### config.mk
export PLATFORM = sky130hd
export DESIGN_NAME = multicycle_mips
export DESIGN_NICKNAME = d
export VERILOG_FILES = /design/src/rtl/mips_pkg.sv /design/src/rtl/mips_alu.sv /design/src/rtl/multicycle_mips.sv
export SDC_FILE = /design/constraint.sdc
export NUM_CORES = 2
export LEC_CHECK = 0
export ABC_AREA = 0
export BUFFER_PORTS_ARGS = -buffer_cell sky130_fd_sc_hd__buf_2
export CAP_MARGIN = 20
export CORE_MARGIN = 2
export CORE_UTILIZATION = 60
export CTS_CLUSTER_DIAMETER = 40
export DETAILED_ROUTE_END_ITERATION = 8
export GPL_TIMING_DRIVEN = 0
export MAX_ROUTING_LAYER = met4
export PLACE_DENSITY = 0.84
export SYNTH_ARGS = -nofsm -noshare
export SYNTH_HDL_FRONTEND = slang
export SYNTH_SLANG_ARGS = --single-unit
### constraint.sdc
create_clock -name clk -period 8.2 [get_ports clk]
set_clock_uncertainty 0.1 [all_clocks]
set_input_delay 0.41 -clock clk [delete_from_list [all_inputs] [get_ports clk]]
set_output_delay 0.41 -clock clk [all_outputs]
set_load 0.005 [all_outputs]
### src/rtl/mips_pkg.sv
// Shared definitions for the multi-cycle MIPS-subset core: opcodes, functs,
// FSM states, ALU operation encoding and funct decode helpers.
package mips_pkg;

    localparam logic [5:0] OP_RTYPE = 6'd0;
    localparam logic [5:0] OP_J     = 6'd2;
    localparam logic [5:0] OP_JAL   = 6'd3;
    localparam logic [5:0] OP_BEQ   = 6'd4;
    localparam logic [5:0] OP_BNE   = 6'd5;
    localparam logic [5:0] OP_ADDI  = 6'd8;
    localparam logic [5:0] OP_LW    = 6'd35;
    localparam logic [5:0] OP_SW    = 6'd43;

    localparam logic [5:0] FN_ADD = 6'd32;
    localparam logic [5:0] FN_SUB = 6'd34;
    localparam logic [5:0] FN_AND = 6'd36;
    localparam logic [5:0] FN_OR  = 6'd37;
    localparam logic [5:0] FN_SLT = 6'd42;
    localparam logic [5:0] FN_SLL = 6'd0;
    localparam logic [5:0] FN_SRL = 6'd2;
    localparam logic [5:0] FN_JR  = 6'd8;

    typedef enum logic [2:0] {
        FETCH,
        DECODE,
        EXEC,
        MEM,
        WB
    } state_e;

    typedef enum logic [3:0] {
        ALU_ADD,
        ALU_SUB,
        ALU_AND,
        ALU_OR,
        ALU_SLT,
        ALU_SLL,
        ALU_SRL
    } alu_op_e;

    // R-type functs that produce a register result (jr excluded)
    function automatic logic is_alu_funct(input logic [5:0] funct);
        return (funct == FN_ADD) || (funct == FN_SUB) || (funct == FN_AND) ||
               (funct == FN_OR)  || (funct == FN_SLT) || (funct == FN_SLL) ||
               (funct == FN_SRL);
    endfunction

    function automatic alu_op_e funct_to_alu(input logic [5:0] funct);
        case (funct)
            FN_SUB:  return ALU_SUB;
            FN_AND:  return ALU_AND;
            FN_OR:   return ALU_OR;
            FN_SLT:  return ALU_SLT;
            FN_SLL:  return ALU_SLL;
            FN_SRL:  return ALU_SRL;
            default: return ALU_ADD;
        endcase
    endfunction

endpackage

### src/rtl/mips_alu.sv
// Combinational ALU.
// Ports: in0/in1 operands, shamt shift amount (shifts apply to in1),
//        op operation select, result, zero (result == 0).
module mips_alu
    import mips_pkg::*;
(
    input  logic [31:0] in0,
    input  logic [31:0] in1,
    input  logic [4:0]  shamt,
    input  alu_op_e     op,
    output logic [31:0] result,
    output logic        zero
);

    always_comb begin
        result = 32'd0;
        case (op)
            ALU_ADD: result = in0 + in1;
            ALU_SUB: result = in0 - in1;
            ALU_AND: result = in0 & in1;
            ALU_OR:  result = in0 | in1;
            ALU_SLT: result = ($signed(in0) < $signed(in1)) ? 32'd1 : 32'd0;
            ALU_SLL: result = in1 << shamt;
            ALU_SRL: result = in1 >> shamt;
            default: result = 32'd0;
        endcase
        zero = (result == 32'd0);
    end

endmodule

### src/rtl/multicycle_mips.sv
// Multi-cycle MIPS-subset core (FETCH/DECODE/EXEC/MEM/WB) with handshaked
// instruction and data memories.
// Ports: clk, rst_n (synchronous, active-low);
//        i_req/i_addr/i_ready/i_data instruction fetch handshake;
//        d_req/d_we/d_addr/d_wdata/d_ready/d_rdata data access handshake;
//        retire pulses the cycle after an instruction completes;
//        illegal is sticky on an unsupported opcode/funct.
module multicycle_mips
    import mips_pkg::*;
#(
    parameter int unsigned DMEM_AW       = 7,
    parameter logic [31:0] RESET_PC      = 32'h0000_0000,
    parameter int unsigned NUM_REGS_LOG2 = 5
) (
    input  logic               clk,
    input  logic               rst_n,
    output logic               i_req,
    output logic [31:0]        i_addr,
    input  logic               i_ready,
    input  logic [31:0]        i_data,
    output logic               d_req,
    output logic               d_we,
    output logic [DMEM_AW-1:0] d_addr,
    output logic [31:0]        d_wdata,
    input  logic               d_ready,
    input  logic [31:0]        d_rdata,
    output logic               retire,
    output logic               illegal
);

    localparam int unsigned RW       = NUM_REGS_LOG2;
    localparam int unsigned NUM_REGS = 32'd1 << NUM_REGS_LOG2;

    state_e        state, state_d;
    logic [31:0]   pc, ir, a_reg, b_reg, imm, alu_out, mdr;
    logic [31:0]   regs [NUM_REGS];

    logic [5:0]    opcode, funct;
    logic [RW-1:0] rs_idx, rt_idx, rd_idx;
    logic [31:0]   rs_val, rt_val;

    alu_op_e       alu_op;
    logic [31:0]   alu_in1, alu_result;
    logic          alu_zero;

    logic          pc_we, ir_we, ab_we, alu_we, mdr_we, rf_we;
    logic          retire_d, illegal_set;
    logic [31:0]   pc_d, rf_wdata;
    logic [RW-1:0] rf_waddr;

    assign opcode  = ir[31:26];
    assign funct   = ir[5:0];
    assign rs_idx  = RW'(ir[25:21]);
    assign rt_idx  = RW'(ir[20:16]);
    assign rd_idx  = RW'(ir[15:11]);
    assign rs_val  = (rs_idx == '0) ? 32'd0 : regs[rs_idx];
    assign rt_val  = (rt_idx == '0) ? 32'd0 : regs[rt_idx];

    assign i_addr  = pc;
    assign d_addr  = alu_out[DMEM_AW-1:0];
    assign d_wdata = b_reg;

    // Operand/op select: R-type uses funct, branches compare by subtraction
    always_comb begin
        alu_op  = ALU_ADD;
        alu_in1 = imm;
        if (opcode == OP_RTYPE) begin
            alu_op  = funct_to_alu(funct);
            alu_in1 = b_reg;
        end else if ((opcode == OP_BEQ) || (opcode == OP_BNE)) begin
            alu_op  = ALU_SUB;
            alu_in1 = b_reg;
        end
    end

    mips_alu u_alu (
        .in0    (a_reg),
        .in1    (alu_in1),
        .shamt  (ir[10:6]),
        .op     (alu_op),
        .result (alu_result),
        .zero   (alu_zero)
    );

    // State register
    always_ff @(posedge clk) begin
        if (!rst_n) state <= FETCH;
        else        state <= state_d;
    end

    // Next state and datapath control
    always_comb begin
        state_d     = state;
        pc_we       = 1'b0;
        pc_d        = pc;
        ir_we       = 1'b0;
        ab_we       = 1'b0;
        alu_we      = 1'b0;
        mdr_we      = 1'b0;
        rf_we       = 1'b0;
        rf_waddr    = '0;
        rf_wdata    = alu_out;
        retire_d    = 1'b0;
        illegal_set = 1'b0;
        case (state)
            FETCH: begin
                // i_req is low in the cycle right after reset; only a real request completes
                if (i_req && i_ready) begin
                    ir_we   = 1'b1;
                    pc_we   = 1'b1;
                    pc_d    = pc + 32'd4;
                    state_d = DECODE;
                end
            end
            DECODE: begin
                ab_we   = 1'b1;
                state_d = EXEC;
            end
            EXEC: begin
                alu_we   = 1'b1;
                state_d  = FETCH;
                retire_d = 1'b1;
                case (opcode)
                    OP_RTYPE: begin
                        if (funct == FN_JR) begin
                            pc_we = 1'b1;
                            pc_d  = a_reg;
                        end else if (is_alu_funct(funct)) begin
                            state_d  = WB;
                            retire_d = 1'b0;
                        end else begin
                            illegal_set = 1'b1;
                        end
                    end
                    OP_J, OP_JAL: begin
                        pc_we = 1'b1;
                        pc_d  = {pc[31:28], ir[25:0], 2'b00};
                        if (opcode == OP_JAL) begin
                            rf_we    = 1'b1;
                            rf_waddr = RW'(31);
                            rf_wdata = pc;
                        end
                    end
                    OP_BEQ, OP_BNE: begin
                        if (alu_zero == (opcode == OP_BEQ)) begin
                            pc_we = 1'b1;
                            pc_d  = pc + {imm[29:0], 2'b00};
                        end
                    end
                    OP_ADDI: begin
                        state_d  = WB;
                        retire_d = 1'b0;
                    end
                    OP_LW, OP_SW: begin
                        state_d  = MEM;
                        retire_d = 1'b0;
                    end
                    default: illegal_set = 1'b1;
                endcase
            end
            MEM: begin
                if (d_req && d_ready) begin
                    if (opcode == OP_SW) begin
                        state_d  = FETCH;
                        retire_d = 1'b1;
                    end else begin
                        mdr_we  = 1'b1;
                        state_d = WB;
                    end
                end
            end
            WB: begin
                rf_we    = 1'b1;
                rf_waddr = (opcode == OP_RTYPE) ? rd_idx : rt_idx;
                rf_wdata = (opcode == OP_LW) ? mdr : alu_out;
                state_d  = FETCH;
                retire_d = 1'b1;
            end
            default: state_d = FETCH;
        endcase
    end

    // Registered handshake and status outputs, derived from the next state
    always_ff @(posedge clk) begin
        if (!rst_n) begin
            i_req   <= 1'b0;
            d_req   <= 1'b0;
            d_we    <= 1'b0;
            retire  <= 1'b0;
            illegal <= 1'b0;
        end else begin
            i_req   <= (state_d == FETCH);
            d_req   <= (state_d == MEM);
            d_we    <= (state_d == MEM) && (opcode == OP_SW);
            retire  <= retire_d;
            illegal <= illegal | illegal_set;
        end
    end

    // Datapath registers
    always_ff @(posedge clk) begin
        if (!rst_n) begin
            pc      <= RESET_PC;
            ir      <= 32'd0;
            a_reg   <= 32'd0;
            b_reg   <= 32'd0;
            imm     <= 32'd0;
            alu_out <= 32'd0;
            mdr     <= 32'd0;
        end else begin
            if (pc_we)  pc      <= pc_d;
            if (ir_we)  ir      <= i_data;
            if (ab_we) begin
                a_reg <= rs_val;
                b_reg <= rt_val;
                imm   <= {{16{ir[15]}}, ir[15:0]};
            end
            if (alu_we) alu_out <= alu_result;
            if (mdr_we) mdr     <= d_rdata;
        end
    end

    // Register file; register 0 is never written
    always_ff @(posedge clk) begin
        if (!rst_n) begin
            for (int unsigned i = 0; i < NUM_REGS; i++) regs[RW'(i)] <= 32'd0;
        end else if (rf_we && (rf_waddr != '0)) begin
            regs[rf_waddr] <= rf_wdata;
        end
    end

endmodule

==> key figures, run 1 <==
Status
  – Stop err: [ERROR GRT-0232] Routing congestion too high. Check the congestion heatmap in the GUI.
  – Status: stopped before the end
  – Last stage: global routing (5_1_grt)

Synthesis
  – Most frequent cells after synthesis: 1383 x nor2_1, 1024 x edfxtp_1, 669 x mux4_2, 470 x nand2_1, 461 x clkbuf_1
  – Post-synth EDFFs: 1024
  – Post-synth ARST share: 0%
  – Synth Instances: slightly above 6000
  – Top cells by area, synth: edfxtp_1 43%, mux4_2 21%, nor2_1 7.2%, dfxtp_1 6.3%, ha_1 2.5%
  – #FFs+latches synth: 1250
  – Post-synth top area cell: edfxtp_1
  – Area of the mapped netlist: 0.0719 sq mm
  – Most frequent cell after synthesis: nor2_1
  – Synth top area share: a little over two fifths
  – Ys flop type: edfxtp_1
  – Post-Syn Area per Cell: 11.9 sq um
  – Yosys Warn Count: 0
  – Share of the yosys chip area belonging to registers: between 40% and 50%
  – Synth unique cells: about 90

Timing
  – Worst EP kind: register input
  – Worst_ep grt: i_addr[20]$_SDFFE_PN0P_/D

Place
  – Global placement routability congestion: between 1 and 1.5
  – Port Buffers: 143
  – Hpwl dp: roughly 250 mm
  – Pre-CTS WS: -2600 ps

Clocking
  – Clk buf depth: 3
  – Clock sinks: about 1300
  – H-tree Lvls: 4
  – CTS Buf Count: between 150 and 200
  – CTS Root Cell: clkbuf_16

Global route
  – Tot GR Track Use: 75.8%
  – Grt total ovfl: 3
  – Largest net degree at the start of global routing: 33
  – Antenna violations before repair: 65

Die
  – Die Wd: roughly 350 um
  – I/O pin total: 144
  – Num rows: 126
  – Die span in y: about 350 um
  – Initial Utilization: between 60% and 70%
[metrics by stage]
step                instances  cell area, sq um  utilization, %  hold slack, ps  TNS [ps]
floorplan                6084             72000               -             336         0
global placement         7827             74700            63.1             342    -75170
detailed placement       7871             75500            63.8             347    -74240
CTS                      8222             81400            68.7            16.8         0
[cell families after synthesis]
family	Yosys count	share of synthesized area (%)
mux	826	23.2
compound gates	943	8.60
fa+ha+maj	146	2.57
flops	1250	49.1
buf+inv	677	3.61
xor+xnor	48	0.585
other cells	1	0.00522
simple gates	2162	12.3
[per-layer routing]
metal  overflow  global-route usage [%]
met5          -                       -
met4          2                    74.1
met3          0                    60.1
met2          1                    90.1
met1          0                    74.2
[what timing repair did]
action	CTS
endpoints found under the hold margin	65
setup buffers	6
endpoints found under the setup margin	32
resized for setup	36
cloned	0
pin swaps	3
hold buffers	60
==> run 2, diff against run 1 <==
--- a/config.mk
+++ b/config.mk
@@ -9,12 +9,10 @@
 export BUFFER_PORTS_ARGS = -buffer_cell sky130_fd_sc_hd__buf_2
 export CAP_MARGIN = 20
 export CORE_MARGIN = 2
-export CORE_UTILIZATION = 60
-export CTS_CLUSTER_DIAMETER = 40
+export CORE_UTILIZATION = 40
 export DETAILED_ROUTE_END_ITERATION = 8
 export GPL_TIMING_DRIVEN = 0
-export MAX_ROUTING_LAYER = met4
-export PLACE_DENSITY = 0.84
+export PLACE_DENSITY_LB_ADDON = 0.15
 export SYNTH_ARGS = -nofsm -noshare
 export SYNTH_HDL_FRONTEND = slang
 export SYNTH_SLANG_ARGS = --single-unit
==> key figures, run 2 <==
Final layout
  – Largest register FFs: a little over 1000
  – Layout area overhead: 14.8%
  – FILL cells: 16491
  – Commonest cells after routing, fill and taps aside: 1383 x nor2_1, 1024 x edfxtp_1, 669 x mux4_2
  – Fraction of layout cells with a size suffix above 1: about a fifth
  – Commonest non-fill, non-tap cell in the layout: nor2_1
  – Top reg by flops: regs
  – Finished Layout Cells: roughly 9000
  – Nets@finish: approximately 6700
  – Layout Cell Area excl Fill: around 0.083 sq mm

Global route
  – Tot GR Track Use: approximately a third
  – First-pass GRT wire length: ~450 mm
  – Largest net degree at the start of global routing: 42
  – Antenna violations before repair: 18
  – Number of global-route vias before repair: 56109
  – Grt total ovfl: 0

Die
  – Num rows: 155 (+23%)
  – Core footprint: 0.178 sq mm
  – Die Wd: 428 um (+22%)
  – Die span in y: 428 um (+22%)
  – I/O pin total: 144 (unchanged)
  – Initial Utilization: 40.3% (-20 points)
  – Area of the die: around 0.18 sq mm

Drt
  – Total Wirelength: ~330 mm
  – Routed vias: 58398
  – Drt first pass iters: 6
  – Vias/cell: between 6 and 7
  – WL/cell: 36.5 um
  – Post-route ant nets: 0
  – Drt drc: 0
  – Initial DRC Count: between 9000 and 10000

Place
  – Global placement routability congestion: 1.07 (-6.8%)
  – Port Buffers: 143 (unchanged)
  – Area after DPL: 0.0770 sq mm (+2.0%)
  – Placed Cells: 8654 (+9.9%)
  – Hpwl dp: 255 mm (+0.77%)

Synthesis
  – Most frequent cell after synthesis: nor2_1
  – Post-Syn Area per Cell: 11.9 sq um (unchanged)
  – Area of the mapped netlist: 0.0719 sq mm (unchanged)
  – Share of the yosys chip area belonging to registers: 49.1% (unchanged)
  – Most frequent cells after synthesis: 1383 x nor2_1, 1024 x edfxtp_1, 669 x mux4_2, 470 x nand2_1, 461 x clkbuf_1
  – Yosys Warn Count: 0 (unchanged)
  – Synth Instances: 6053 (unchanged)
  – Synth top area share: 42.8% (unchanged)
  – Top cells by area, synth: edfxtp_1 43%, mux4_2 21%, nor2_1 7.2%, dfxtp_1 6.3%, ha_1 2.5%
  – #FFs+latches synth: 1250 (unchanged)
  – Post-synth ARST share: 0% (unchanged)
  – Synth unique cells: 91 (unchanged)
  – Post-synth top area cell: edfxtp_1
  – Ys flop type: edfxtp_1
  – Post-synth EDFFs: 1024 (unchanged)

Setup path
  – CP bufs+invs: 7
  – CP startpoint kind: flip-flop
  – Critical Path Max Stage Delay: 880 ps
  – Worst setup EP type: flip-flop
  – CP required: between 8000 and 9000 ps
  – Crit path kind: flip-flop to flip-flop
  – Arrival @ worst endpoint: between 8000 and 9000 ps
  – CP delay by family, top: buffers and inverters
  – Critical Path Fanout Max: 10
  – Critical path's slowest cell: a221oi_1
  – Critical-path cell list: clkdlybuf4s15_1 -> clkbuf_1 -> buf_2 -> buf_1 -> clkbuf_1 -> nand2_1 -> o21ai_0 -> o211ai_1 -> a32oi_1 -> o311ai_0 -> a221oi_1 -> o211ai_1 -> nor2_1 -> nand4_1 -> or4_1 -> o31a_1 -> o41ai_4 -> buf_4 -> clkbuf_4 -> mux2i_1 -> nor2_1

Timing
  – Least-Margin Pin Slew: 1350 ps
  – Final Hold Fails: 0
  – Tcrit/Tclk final: 100%
  – Max-slew violations: 0
  – Slew headroom: under 10%
  – Hold WS: ~75 ps
  – Final worst slack: -19.8 ps
  – RSZ-0062 raised after global routing: false
  – Highest Clock Rate: 122 MHz
  – Min cycle time layout: approximately 8200 ps
  – Final setup violating endpoints: 5

Clocking
  – Clk buf depth: 3 (unchanged)
  – Clk slew on worst S/H paths: ~70 ps
  – Clock tree from TritonCTS: built
  – Clock sinks: 1250 (unchanged)
  – CTS Buf Count: 143 (-8.3%)
  – H-tree Lvls: 4 (unchanged)
  – CTS Root Cell: clkbuf_16
  – Worst-Skew Late Latency: between 800 and 900 ps

Pwr
  – Worst vdd ir: about 0.24 mV
  – Pleak: 27.1 nW
  – Pwr Density: just under 200 mW/mm^2

Status
  – Violated checks: setup timing
  – Status: finished with violations

Min path
  – Hold Path Class: primary input to flip-flop

Flow run
  – Max_cap viols: 0
-- run 2: worst paths after layout --
check	startpoint	to	slack [ps]	depth (start not counted)
worst min register to register	mdr[22]	mdr[22]	360	2
worst min-delay path	d_ready	d_req	70	5
worst max-delay path	ir[6]	i_addr[24]	-20	21
worst max register to register	ir[6]	i_addr[24]	-20	21
-- run 2: kinds of logic (layout without fill, tap and decap cells) --
logic type	count (synthesis)	in the layout	share of synthesized area [%]
xor+xnor	48	48	0.585
buf+inv	677	1233	3.61
simple gates	2162	2162	12.3
fa+ha+maj	146	146	2.57
mux	826	826	23.2
compound gates	943	943	8.60
flops	1250	1250	49.1
other cells	1	43	0.00522
-- run 2: worst register-to-register path, stage by stage (launching register included) --
cell and delay [ps]:
dfxtp_1 440, clkdlybuf4s15_1 720, clkbuf_1 520, buf_2 420, buf_1 600, clkbuf_1 550
nand2_1 90, o21ai_0 140, o211ai_1 230, a32oi_1 290, o311ai_0 180, a221oi_1 880
o211ai_1 480, nor2_1 250, nand4_1 150, or4_1 580, o31a_1 420, o41ai_4 340
buf_4 200, clkbuf_4 250, mux2i_1 210, nor2_1 50
-- run 2: area by class of cell --
type                       instances  area, sq um  area share [%]
antenna                           11         27.5          0.0334
buffer                           562         2210            2.67
clock buffer                     195         3900            4.73
clock inverter                    60          510           0.619
inverter                         111          420           0.510
multi-input combinational       4157        34300            41.6
sequential                      1250        35300            42.8
tap                             2355         2950            3.57
timing repair buffer             305         2900            3.51
-- run 2: through the flow --
step           util, %  worst slack, ps  power, W  setup TNS, ps
2_1_floorplan        -             1110   0.00871              0
3_3_place_gp      42.4            -2810   0.00982         -78090
6_report          46.2            -19.8    0.0162          -66.2
5_1_grt           46.2             12.5    0.0165              0
3_5_place_dp      43.1            -2270   0.00988         -64280
4_1_cts           46.0             1.63    0.0161              0
-- run 2: metal layers --
layer | GRT usage [%] | part of all wire (%)
met5 | 0 | 0.036
met4 | 21.9 | 7.5
met3 | 8.86 | 11
met1 | 43.4 | 36
met2 | 55.9 | 46
-- run 2: repair_timing --
item	CTS	global route
hold endpoints to repair	74	0
gates resized for setup	19	26
buffers inserted	5	1
hold buffers	64	0
setup endpoints to repair	30	30
pin swaps	2	1
-- run 2: where the power goes --
group / internal, W / total (W) / switching, W
logic: 0.000942 / 0.00271 / 0.00177
clock network: 0.00350 / 0.00624 / 0.00274
registers: 0.00706 / 0.00721 / 0.000153
(Power assumes the default switching activity.)
